$ cat src/rtl/micro_sequencer.sv
// micro_sequencer: control-store sequencer for a microprogrammed CPU.
// Drives the microcode ROM address (CSAR), latches the returned microword into
// the MIR, computes the next address from COND/JUMP, PSR and IR, stalls on
// memory accesses until acknowledged and raises a one-cycle commit strobe.
//
// Optional build macro MICRO_SEQUENCER_STEP_EN: adds uSEQ_Step_In; leaving IDLE
// then needs Run and Step together, and every completion returns to IDLE so
// exactly one microinstruction runs per Step pulse.
//
// state   | meaning
// IDLE    | parked at an instruction boundary, waiting for Run (and Step)
// FETCH   | ROM word at CSAR is latched into the MIR
// EXEC    | MIR executes; non-memory words commit here
// MEMWAIT | memory access outstanding; waits for ack or the timeout trap

module micro_sequencer #(
   parameter int ADDR_W      = 11,
   parameter int WORD_W      = 41,
   parameter int RESET_ADDR  = 0,
   parameter int TRAP_ADDR   = 2047,
   parameter int MEM_TIMEOUT = 255
) (
   input  logic              uSEQ_CLOCK_50,
   input  logic              uSEQ_RESET_InLow,
   input  logic              uSEQ_Run_In,
`ifdef MICRO_SEQUENCER_STEP_EN
   input  logic              uSEQ_Step_In,
`endif
   output logic [ADDR_W-1:0] uSEQ_ROMAddr_Out,
   input  logic [WORD_W-1:0] uSEQ_ROMData_In,
   input  logic [31:0]       uSEQ_IR_In,
   input  logic [3:0]        uSEQ_PSR_In,
   input  logic              uSEQ_MemAck_In,
   output logic [WORD_W-1:0] uSEQ_MIR_Out,
   output logic              uSEQ_Commit_Out,
   output logic              uSEQ_MemRd_Out,
   output logic              uSEQ_MemWr_Out,
   output logic              uSEQ_Timeout_Out,
   output logic [1:0]        uSEQ_State_Out
);

   typedef enum logic [1:0] {
      ST_IDLE    = 2'b00,
      ST_FETCH   = 2'b01,
      ST_EXEC    = 2'b10,
      ST_MEMWAIT = 2'b11
   } state_t;

   // Memory wait timer is a down-counter: loaded with MEM_TIMEOUT-1 on entry,
   // trap when it reaches zero without an ack.
   localparam bit         TO_EN    = (MEM_TIMEOUT != 0);
   localparam logic [7:0] CNT_LOAD = TO_EN ? 8'(MEM_TIMEOUT - 1) : 8'd0;

   state_t              state_q, state_d;
   logic [ADDR_W-1:0]   csar_q, csar_d;
   logic [WORD_W-1:0]   mir_q;
   logic                load_mir;
   logic [7:0]          cnt_q, cnt_d;
   logic                timeout_q, timeout_d;
   logic [ADDR_W-1:0]   next_addr;
   logic                commit;
   logic                mem_rd;
   logic                mem_wr;
   logic                run_go;

   logic                mir_rd;
   logic                mir_wr;
   logic [2:0]          mir_cond;
   logic [ADDR_W-1:0]   mir_jump;
   logic [ADDR_W-1:0]   csar_inc;
   logic                unused_ir;

   assign mir_rd    = mir_q[19];
   assign mir_wr    = mir_q[18];
   assign mir_cond  = mir_q[13:11];
   assign mir_jump  = ADDR_W'(mir_q[10:0]);
   assign csar_inc  = csar_q + ADDR_W'(1);
   assign unused_ir = ^{uSEQ_IR_In[29:25], uSEQ_IR_In[18:14], uSEQ_IR_In[12:0]};

`ifdef MICRO_SEQUENCER_STEP_EN
   assign run_go = uSEQ_Run_In & uSEQ_Step_In;
`else
   assign run_go = uSEQ_Run_In;
`endif

   // Next control-store address from COND, PSR {n,z,v,c} and IR dispatch.
   always_comb begin
      next_addr = csar_inc;
      case (mir_cond)
         3'b000: next_addr = csar_inc;
         3'b001: next_addr = uSEQ_PSR_In[3] ? mir_jump : csar_inc;
         3'b010: next_addr = uSEQ_PSR_In[2] ? mir_jump : csar_inc;
         3'b011: next_addr = uSEQ_PSR_In[1] ? mir_jump : csar_inc;
         3'b100: next_addr = uSEQ_PSR_In[0] ? mir_jump : csar_inc;
         3'b101: next_addr = uSEQ_IR_In[13] ? mir_jump : csar_inc;
         3'b110: next_addr = mir_jump;
         3'b111: next_addr = ADDR_W'({1'b1, uSEQ_IR_In[31:30], uSEQ_IR_In[24:19], 2'b00});
      endcase
   end

   // FSM next state, CSAR update, wait timer and output strobes.
   always_comb begin
      state_d   = state_q;
      csar_d    = csar_q;
      load_mir  = 1'b0;
      cnt_d     = cnt_q;
      timeout_d = timeout_q;
      commit    = 1'b0;
      mem_rd    = 1'b0;
      mem_wr    = 1'b0;
      case (state_q)
         ST_IDLE: begin
            if (run_go) state_d = ST_FETCH;
         end
         ST_FETCH: begin
            load_mir = 1'b1;
            state_d  = ST_EXEC;
         end
         ST_EXEC: begin
            mem_rd = mir_rd;
            mem_wr = mir_wr;
            if ((mir_rd | mir_wr) && !uSEQ_MemAck_In) begin
               state_d = ST_MEMWAIT;
               cnt_d   = CNT_LOAD;
            end else begin
               commit = 1'b1;
            end
         end
         ST_MEMWAIT: begin
            mem_rd = mir_rd;
            mem_wr = mir_wr;
            if (uSEQ_MemAck_In) begin
               commit = 1'b1;
            end else if (TO_EN && cnt_q == 8'd0) begin
               csar_d    = ADDR_W'(TRAP_ADDR);
               timeout_d = 1'b1;
`ifdef MICRO_SEQUENCER_STEP_EN
               state_d   = ST_IDLE;
`else
               state_d   = ST_FETCH;
`endif
            end else if (TO_EN) begin
               cnt_d = cnt_q - 8'd1;
            end
         end
      endcase
      // A completed microinstruction always advances CSAR; Run only steers
      // where the FSM goes next.
      if (commit) begin
         csar_d = next_addr;
`ifdef MICRO_SEQUENCER_STEP_EN
         state_d = ST_IDLE;
`else
         state_d = uSEQ_Run_In ? ST_FETCH : ST_IDLE;
`endif
      end
   end

   // State, CSAR, MIR, wait timer and sticky timeout registers.
   always_ff @(posedge uSEQ_CLOCK_50 or negedge uSEQ_RESET_InLow) begin
      if (!uSEQ_RESET_InLow) begin
         state_q   <= ST_IDLE;
         csar_q    <= ADDR_W'(RESET_ADDR);
         mir_q     <= '0;
         cnt_q     <= '0;
         timeout_q <= 1'b0;
      end else begin
         state_q   <= state_d;
         csar_q    <= csar_d;
         if (load_mir) mir_q <= uSEQ_ROMData_In;
         cnt_q     <= cnt_d;
         timeout_q <= timeout_d;
      end
   end

   assign uSEQ_ROMAddr_Out = csar_q;
   assign uSEQ_MIR_Out     = mir_q;
   assign uSEQ_Commit_Out  = commit;
   assign uSEQ_MemRd_Out   = mem_rd;
   assign uSEQ_MemWr_Out   = mem_wr;
   assign uSEQ_Timeout_Out = timeout_q;
   assign uSEQ_State_Out   = state_q;

endmodule

$ cat config.mk
export PLATFORM = sky130hd
export DESIGN_NAME = micro_sequencer
export DESIGN_NICKNAME = d
export VERILOG_FILES = /design/src/rtl/micro_sequencer.sv
export SDC_FILE = /design/constraint.sdc
export NUM_CORES = 1
export LEC_CHECK = 0
export ABC_AREA = 1
export ABC_CLOCK_PERIOD_IN_PS = 2300
export BUFFER_PORTS_ARGS = -buffer_cell sky130_fd_sc_hd__clkbuf_2
export CELL_PAD_IN_SITES_DETAIL_PLACEMENT = 2
export CELL_PAD_IN_SITES_GLOBAL_PLACEMENT = 2
export CORE_MARGIN = 1
export CORE_UTILIZATION = 25
export DETAILED_ROUTE_END_ITERATION = 16
export GPL_ROUTABILITY_DRIVEN = 0
export MAX_ROUTING_LAYER = met4
export PLACE_DENSITY = 0.84
export SLEW_MARGIN = 5
export SYNTH_ARGS = -nofsm -noshare
export SYNTH_HDL_FRONTEND = slang
export SYNTH_SLANG_ARGS = --single-unit
$ cat constraint.sdc
create_clock -name uSEQ_CLOCK_50 -period 2.3 [get_ports uSEQ_CLOCK_50]
set_input_delay 0.345 -clock uSEQ_CLOCK_50 [delete_from_list [all_inputs] [get_ports uSEQ_CLOCK_50]]
set_output_delay 0.345 -clock uSEQ_CLOCK_50 [all_outputs]
set_load 0.02 [all_outputs]
After elaboration in Yosys (flattened, before gate mapping). Index checks and enable logic that the tools add are counted.

Word-level logic and storage cells: 67. Output and inout bits: 58. Input port bits: 81. Bits in registers: 63.

Equal/unequal tests: 18. Bitwise gates (word level): 2. $add $sub $neg: 2. Mux-type cells: 27. Reduce and logical (&&, ||, !) cells: 13.

Operators with widths (count): 2-to-1 mux 11 bit (9); one-hot mux 11 bit (8 select lines) (1); 2-to-1 mux 8 bit (3); one-hot mux 8 bit (2 select lines) (1); equality test 3 bit (second input constant) (4); inequality test 3 bit (second input constant) (4); adder 11 x 1 -> 11 bit (second input constant) (1); 2-to-1 mux 2 bit (5); zero test 8 bit (1); one-hot mux 2 bit (4 select lines) (1); AND reduction 4 bit (2); subtractor 8 x 1 -> 8 bit (second input constant) (1); equality test 3 x 2 -> 1 bit (second input constant) (2); 2-to-1 mux 1 bit (6); inequality test 2 bit (second input constant) (3); AND reduction 3 bit (2); nonzero test 2 bit (3); equality test 2 bit (second input constant) (2); equality test 3 x 1 -> 1 bit (second input constant) (1); zero test 3 bit (1); equality test 2 x 1 -> 1 bit (second input constant) (1); zero test 2 bit (1); inequality test 2 x 1 -> 1 bit (second input constant) (1); one-hot mux 1 bit (2 select lines) (1); 5 further kinds (5).

Logic depth before layout (Yosys ltp). Gate-level depths: netlist (run 1).

Depth after elaboration: 6. Depth in mapped cells: 11. Mapped depth without buffers: 10.

Least setup slack after synthesis (run 1). Ideal clock, no wire load.

Path type: reg2out. From: register state_q[0] (netlist: uSEQ_State_Out[0]). To: output uSEQ_Commit_Out. Data required time: 1.955 ns. Slack: 0.416 ns. Stages on the path, launching flop included: 8. Arrival: 1.539 ns. Buffers on the path: 1. Path through: dfrtp_1 inv_1 ha_1 inv_1 nand2_4 a32oi_4 inv_2 buf_2.

Cells in the longest elaborated chain, start to end: 2. Elaborated cells between the ends (all ways): 3. Classes of those cells: 2 x eq/ne; 1 x mux.

RTL lines: start: declaration (RTL line 54) `state_t state_q, state_d;`; start signal: assignment (RTL line 168) `state_q <= state_d;`; equality test 2 bit (RTL line 111) `case (state_q)`; one-hot mux 1 bit (2 select lines) * (RTL line 111); end: declaration (RTL line 35) `output logic uSEQ_Commit_Out,`.

Mark *: on every way between the ends. The rest lies on a longest branch, timed or not.

Worst setup path in the final report (run 1). Same ends and word-level chain as after synthesis.

==> impl_metrics.prom, run 1 <==
# TYPE chip_impl_metric gauge
chip_impl_metric{name="achievable-frequency",unit="MHz"} 476
chip_impl_metric{name="crit_required",unit="ns"} 1.96
chip_impl_metric{name="maxCapViolCount",unit=""} 0
chip_impl_metric{name="first_global_vias",unit=""} 3626
chip_impl_metric{name="setup_total_negative_slack",unit="ns"} 0
chip_impl_metric{name="cellLeakagePower",unit="nW"} 2.28
chip_impl_metric{name="place.port_buffers",unit=""} 115
chip_impl_metric{name="yosysUniqueCellTypes",unit=""} 26
chip_impl_info{name="rsz0062_at_grt",value="false"} 1
chip_impl_metric{name="diodes",unit=""} 0
chip_impl_metric{name="die_area",unit="mm2"} 0.0132
chip_impl_info{name="cts_tree",value="done"} 1
chip_impl_metric{name="number_of_placement_rows",unit=""} 40
chip_impl_metric{name="clkSlewWorstSetupHoldPaths",unit="ns"} 0.05
chip_impl_metric{name="final.setup_skew",unit="ns"} 0.00297
chip_impl_metric{name="p_per_area",unit="mW/mm2"} 1700
chip_impl_info{name="cp-start-kind",value="register"} 1
chip_impl_metric{name="worst_slew_pin_slew",unit="ns"} 0.936
chip_impl_metric{name="critPathMaxFanout",unit=""} 8
chip_impl_metric{name="numClockSinks",unit=""} 63
chip_impl_info{name="outcome",value="finished, final reports clean"} 1
chip_impl_info{name="crit_type",value="register to primary output"} 1
chip_impl_metric{name="dp_slack",unit="ns"} 0.210
chip_impl_metric{name="grt_overflow_total",unit=""} 0
chip_impl_metric{name="finalWorstSetupSlack",unit="ns"} 0.200
chip_impl_metric{name="final.fill_count",unit=""} 1440
chip_impl_metric{name="number_of_setup_violations_in_the_final_report",unit=""} 0
chip_impl_metric{name="ctsHtreeMaxLevel",unit=""} 3
chip_impl_metric{name="flow.area_growth_from_synthesis",unit="%"} 33.2
chip_impl_info{name="yosys.area.top_type",value="dfrtp_1"} 1
chip_impl_metric{name="seq_area_frac_synth",unit=""} 0.493
chip_impl_metric{name="route.antenna.remaining_nets",unit=""} 0
chip_impl_metric{name="io_pins",unit=""} 139
chip_impl_metric{name="worst_ir_drop_vdd",unit="V"} 0.000481
chip_impl_metric{name="maxSlewHeadroom",unit=""} 0.375
chip_impl_metric{name="average_detailed_routed_wire_length_per_instance",unit="um"} 15.8
chip_impl_metric{name="final_core_utilization",unit=""} 0.347
chip_impl_info{name="critical_path.reg2reg.startpoint",value="cnt_q[0]"} 1
chip_impl_metric{name="slew_violations",unit=""} 0
chip_impl_metric{name="post-route-period-util",unit=""} 0.913
chip_impl_metric{name="die_span_in_x",unit="um"} 115
chip_impl_metric{name="synth-edff-count",unit=""} 0
chip_impl_metric{name="initial_utilization",unit=""} 0.261
chip_impl_metric{name="post_synth_arst_share",unit=""} 1.00
chip_impl_metric{name="num-nets-final",unit=""} 621
chip_impl_metric{name="post_cts_resize_count",unit=""} 0
chip_impl_metric{name="deepest_clock_path_buffer_count",unit=""} 2
chip_impl_metric{name="post_synthesis_instance_area",unit="mm2"} 0.00320
chip_impl_metric{name="syn_nets",unit=""} 504
chip_impl_metric{name="postSynthRegisterBits",unit=""} 63
chip_impl_metric{name="route.vias.total",unit=""} 3202
chip_impl_metric{name="synthesis.instances",unit=""} 416
chip_impl_metric{name="arrival",unit="ns"} 1.75
chip_impl_info{name="worst_setup_path_startpoint",value="uSEQ_State_Out[0]"} 1
chip_impl_metric{name="detailedRoute.firstPassIterationCount",unit=""} 4
chip_impl_info{name="ctsRootBufferMaster",value="clkbuf_16"} 1
chip_impl_metric{name="min_period",unit="ns"} 2.10
chip_impl_metric{name="synthesis.yosys.warnings",unit=""} 0
chip_impl_metric{name="worst_skew_late_latency",unit="ns"} 0.33
chip_impl_metric{name="drt_iter0_markers",unit=""} 112
chip_impl_info{name="holdCritPathClass",value="input port to asynchronous set/reset pin"} 1
chip_impl_metric{name="route.final.wire_length",unit="um"} 11200
chip_impl_metric{name="post-synth-top-area-fraction",unit=""} 0.493
chip_impl_metric{name="pin_count_of_the_biggest_net_entering_global_routing",unit=""} 64
chip_impl_metric{name="cts_inserted_buffers",unit=""} 9
chip_impl_metric{name="detailed_place_hpwl",unit="um"} 8430
chip_impl_metric{name="grtUsageTotal",unit=""} 0.188
chip_impl_info{name="synth_area_leaders",value="dfrtp_1, nand2_1, o21ai_0"} 1
chip_impl_info{name="critPathCaptureType",value="primary output"} 1
chip_impl_metric{name="wire_length_of_the_first_global_routing_pass",unit="um"} 18300
chip_impl_metric{name="remaining_drc_errors",unit=""} 0
chip_impl_metric{name="dieHeight",unit="um"} 115
chip_impl_metric{name="vias_per_cell",unit=""} 4.54
chip_impl_metric{name="floorplan.core_area",unit="mm2"} 0.0123
chip_impl_metric{name="postSynthAreaPerCell",unit="um2"} 7.68
chip_impl_metric{name="final_hold_viols",unit=""} 0
chip_impl_info{name="synth_flop_cell",value="dfrtp_1"} 1
chip_impl_metric{name="drive_above_1_share",unit=""} 0.266
chip_impl_metric{name="grt_antenna_before_repair",unit=""} 0
metal layers:
layer	global-route usage	part of all wire	routed length, um	up-vias
met3	0.0522	0.063	706	17
met2	0.320	0.50	5640	80
met4	0.0615	0.018	197	0
met1	0.213	0.41	4630	1560
met5	-	0	0	-
li1	-	-	-	1545
per-stage QoR:
stage,instances,power [mW],cell area [um2],hold slack [ns]
2_1_floorplan,416,4.58,3200,0.0494
3_3_place_gp,689,5.69,3960,0.394
3_5_place_dp,689,5.94,3960,0.397
4_1_cts,706,7.38,4260,0.0515
5_1_grt,706,7.88,4260,0.0456
6_report,706,7.23,4260,0.0353
area by class of cell:
cell class / count / area (um2) / share of cell area
Inverter: 40 / 150 / 0.0353
Clock inverter: 4 / 45.0 / 0.0106
Timing Repair Buffer: 120 / 626 / 0.147
Tap cell: 168 / 210 / 0.0494
Sequential cell: 63 / 1580 / 0.370
Clock buffer: 12 / 246 / 0.0579
Multi-Input combinational cell: 299 / 1410 / 0.330
cells by family (layout without fill, tap and decap cells):
family | Yosys count | in the layout | synth area share
buf+inv | 54 | 176 | 0.0681
fa+ha+maj | 7 | 7 | 0.0274
simple gates | 234 | 234 | 0.301
compound gates | 49 | 49 | 0.0861
xor+xnor | 9 | 9 | 0.0247
flops | 63 | 63 | 0.493
report_power, final:
part | total, mW | internal, mW | switching, mW
clock | 1.35 | 0.863 | 0.484
combinational | 3.74 | 1.16 | 2.58
sequential | 2.15 | 1.68 | 0.469
sequential cells by signal, indices dropped and copies added (netlist names):
name	cells
uSEQ_MIR_Out	41
uSEQ_ROMAddr_Out	11
cnt_q	8
uSEQ_State_Out	2
uSEQ_Timeout_Out	1
worst max-delay path: stages (launching register included):
cell and delay [ns]:
dfrtp_1 0.42, ha_1 0.27, inv_2 0.17, nand2_4 0.09
a32oi_4 0.18, inv_2 0.12, clkbuf_2 0.17
cell usage after synthesis, types with 3 or more instances:
master / count
inv_1: 38
a21oi_1: 6
nor2_1: 49
ha_1: 7
nand4_1: 6
o21ai_0: 37
nand2_1: 142
buf_2: 3
nor3_1: 6
xor2_1: 8
dfrtp_1: 63
nand3_1: 24
clkbuf_1: 9
worst paths after layout:
kind | cells after the start | slack (ns) | to
max in group asynchronous | 2 | 1.98 | uSEQ_MIR_Out[18]
min | 2 | 0.04 | uSEQ_MIR_Out[17]
max reg2reg | 11 | 0.33 | uSEQ_ROMAddr_Out[0]
min in group uSEQ_CLOCK_50 | 3 | 0.22 | uSEQ_MIR_Out[21]
min reg2reg | 2 | 0.47 | uSEQ_MIR_Out[26]
max | 6 | 0.20 | uSEQ_Commit_Out
timing repair:
item | in CTS | in global routing
buffers inserted | 1 | 0
setup endpoints to repair | 1 | 0
hold buffers | 0 | 0
cell usage in the layout (no fill, tap or decap), drive strengths merged, types with 2 or more instances in the layout:
cell type / n
o21ai: 39
clkinv: 3
a21oi: 6
nand2: 143
buf: 5
nand4: 6
nor2: 51
xor2: 8
inv: 40
nor3: 6
ha: 7
clkbuf: 127
nand3: 24
dfrtp: 63
or2: 2
o211ai: 2
nand3b: 2
Note: power is estimated with default switching activity, not from simulation.
==> run 2, diff against run 1 <==
- CORE_UTILIZATION: 25 -> 26
- CTS_BUF_LIST: not set -> sky130_fd_sc_hd__clkbuf_8
- PLACE_DENSITY: 0.84 -> 0.87
==> run 2 against run 1 <==
Sequential power is essentially flat. Maximum frequency shrank 2.6%. Critical path type unchanged. Highest routed layer unchanged. Power shrank 2.7%. Utilization shrank 0.20 points. Routed wire length grew 2.0%. Sequential cell count is the same. First-iteration DRC count shrank 13%. Combinational power grew 1%. Sequential share of layout area grew 0.99 points. Largest power group unchanged. Clock power shrank 19%. Register-to-register slack gained 0.02 ns.
==> impl_metrics.prom, run 2 (synthesis gave the netlist of run 1 again) <==
# TYPE chip_impl_metric gauge
chip_impl_info{name="rsz0062_at_grt",value="false"} 1
chip_impl_metric{name="final_hold_viols",unit=""} 0
chip_impl_metric{name="ctsHtreeMaxLevel",unit=""} 3
chip_impl_metric{name="cts_inserted_buffers",unit=""} 9
chip_impl_info{name="outcome",value="finished, final reports clean"} 1
chip_impl_metric{name="first_global_vias",unit=""} 3725
chip_impl_metric{name="num-nets-final",unit=""} 622
chip_impl_metric{name="postLayoutCellArea",unit="mm2"} 0.00415
chip_impl_metric{name="maxSlewHeadroom",unit=""} 0.385
chip_impl_metric{name="achievable-frequency",unit="MHz"} 464
chip_impl_metric{name="floorplan.core_area",unit="mm2"} 0.0120
chip_impl_metric{name="number_of_placement_rows",unit=""} 40
chip_impl_metric{name="vias_per_cell",unit=""} 4.75
chip_impl_metric{name="remaining_drc_errors",unit=""} 0
chip_impl_metric{name="final.setup_skew",unit="ns"} 0.00849
chip_impl_info{name="ctsRootBufferMaster",value="clkbuf_8"} 1
chip_impl_metric{name="slew_violations",unit=""} 0
chip_impl_metric{name="regToRegSetupSlack",unit="ns"} 0.35
chip_impl_metric{name="grtUsageTotal",unit=""} 0.195
chip_impl_metric{name="critPathMaxFanout",unit=""} 8
chip_impl_metric{name="number_of_setup_violations_in_the_final_report",unit=""} 0
chip_impl_metric{name="worst_skew_late_latency",unit="ns"} 0.36
chip_impl_metric{name="grt_antenna_before_repair",unit=""} 0
chip_impl_info{name="critical_path.reg2reg.startpoint",value="uSEQ_State_Out[0]"} 1
chip_impl_metric{name="diodes",unit=""} 0
chip_impl_metric{name="post-route-period-util",unit=""} 0.937
chip_impl_info{name="layout_commonest_cell",value="nand2_1"} 1
chip_impl_info{name="final_cell_mix",value="nand2_1, clkbuf_2, dfrtp_1"} 1
chip_impl_metric{name="io_pins",unit=""} 139
chip_impl_metric{name="place.port_buffers",unit=""} 115
chip_impl_metric{name="clkSlewWorstSetupHoldPaths",unit="ns"} 0.07
chip_impl_metric{name="flow.area_growth_from_synthesis",unit="%"} 29.7
chip_impl_info{name="cts_tree",value="done"} 1
chip_impl_metric{name="crit_required",unit="ns"} 1.96
chip_impl_metric{name="die_area",unit="mm2"} 0.0127
chip_impl_metric{name="post_dp_cell_area",unit="mm2"} 0.00393
chip_impl_metric{name="p_per_area",unit="mW/mm2"} 1700
chip_impl_metric{name="route.final.wire_length",unit="um"} 11400
chip_impl_info{name="crit_type",value="register to primary output"} 1
chip_impl_metric{name="route.antenna.remaining_nets",unit=""} 0
chip_impl_metric{name="detailed_place_hpwl",unit="um"} 8410
chip_impl_metric{name="detailedRoute.firstPassIterationCount",unit=""} 5
chip_impl_metric{name="numClockSinks",unit=""} 63
chip_impl_metric{name="cellLeakagePower",unit="nW"} 2.24
chip_impl_metric{name="wire_length_of_the_first_global_routing_pass",unit="um"} 18700
chip_impl_metric{name="postCtsHoldBufs",unit=""} 0
chip_impl_info{name="holdCritPathClass",value="input port to asynchronous set/reset pin"} 1
chip_impl_metric{name="number_of_cells_on_the_worst_reg_to_reg_path",unit=""} 11
chip_impl_metric{name="arrival",unit="ns"} 1.81
chip_impl_metric{name="route.vias.total",unit=""} 3251
chip_impl_metric{name="maxCapViolCount",unit=""} 0
chip_impl_metric{name="deepest_clock_path_buffer_count",unit=""} 2
chip_impl_metric{name="setup_total_negative_slack",unit="ns"} 0
chip_impl_info{name="critPathCaptureType",value="primary output"} 1
chip_impl_metric{name="dieHeight",unit="um"} 113
chip_impl_metric{name="die_span_in_x",unit="um"} 113
chip_impl_metric{name="grt_overflow_total",unit=""} 0
chip_impl_info{name="critical_path.reg2reg.endpoint",value="uSEQ_ROMAddr_Out[0]"} 1
chip_impl_metric{name="drive_above_1_share",unit=""} 0.268
chip_impl_metric{name="largest_reg_flops",unit=""} 41
chip_impl_metric{name="worst_slew_pin_slew",unit="ns"} 0.921
chip_impl_metric{name="pin_count_of_the_biggest_net_entering_global_routing",unit=""} 54
chip_impl_metric{name="min_period",unit="ns"} 2.16
chip_impl_metric{name="average_detailed_routed_wire_length_per_instance",unit="um"} 16.6
chip_impl_metric{name="initial_utilization",unit=""} 0.266
chip_impl_info{name="cp-start-kind",value="register"} 1
chip_impl_metric{name="drt_iter0_markers",unit=""} 97
chip_impl_metric{name="worst_ir_drop_vdd",unit="V"} 0.000660
chip_impl_info{name="worst_setup_path_startpoint",value="uSEQ_State_Out[0]"} 1
run 2: where the power goes:
part	switching (mW)	total (mW)	internal (mW)
clock network	0.462	1.09	0.626
registers	0.482	2.16	1.67
logic	2.63	3.79	1.16
total	3.58	7.04	3.46
run 2: final cells by class:
cell class              count  area (um2)
well taps                 147         184
fillers                  1446        7860
repair buffers            121         621
flip-flops and latches     63        1580
inverters                  40         150
clock inverters             5        73.8
multi-input cells         299        1410
clock buffers              10         138
run 2: worst max-delay path by stage:
stage | end | depth (start not counted)
2_1_floorplan | uSEQ_Commit_Out | 7
3_3_place_gp | cnt_q[2] | 9
3_5_place_dp | cnt_q[3] | 8
4_1_cts | uSEQ_Commit_Out | 6
5_1_grt | uSEQ_Commit_Out | 7
6_report | uSEQ_Commit_Out | 6
run 2: worst max-delay path, stage by stage, from the launching register on:
cell and delay [ns]:
dfrtp_1 0.44, ha_1 0.27, inv_2 0.18, nand2_4 0.08, a32oi_4 0.18, inv_2 0.12, clkbuf_2 0.18
run 2: per-stage QoR:
stage	utilization	power, mW	hold WS (ns)	worst slack, ns	instances
detailed placement	0.327	5.94	0.412	0.156	669
global route	0.345	7.62	0.0583	0.0125	685
floorplan	-	4.58	0.0494	0.416	416
global placement	0.327	5.68	0.397	0.299	669
finish	0.345	7.04	0.00993	0.144	685
CTS	0.345	7.15	0.0229	0.117	685
run 2: per-layer routing:
layer | share of wire | vias up | GRT usage
met5 | 0 | - | -
met4 | 0.027 | 0 | 0.0895
met3 | 0.053 | 23 | 0.0461
met2 | 0.52 | 89 | 0.338
met1 | 0.40 | 1599 | 0.211
li1 | - | 1540 | -
run 2: timing repair:
action	in CTS	in global routing
buffers inserted	1	0
endpoints found under the setup margin	1	0
endpoints found under the hold margin	0	0
gates resized for setup	0	0
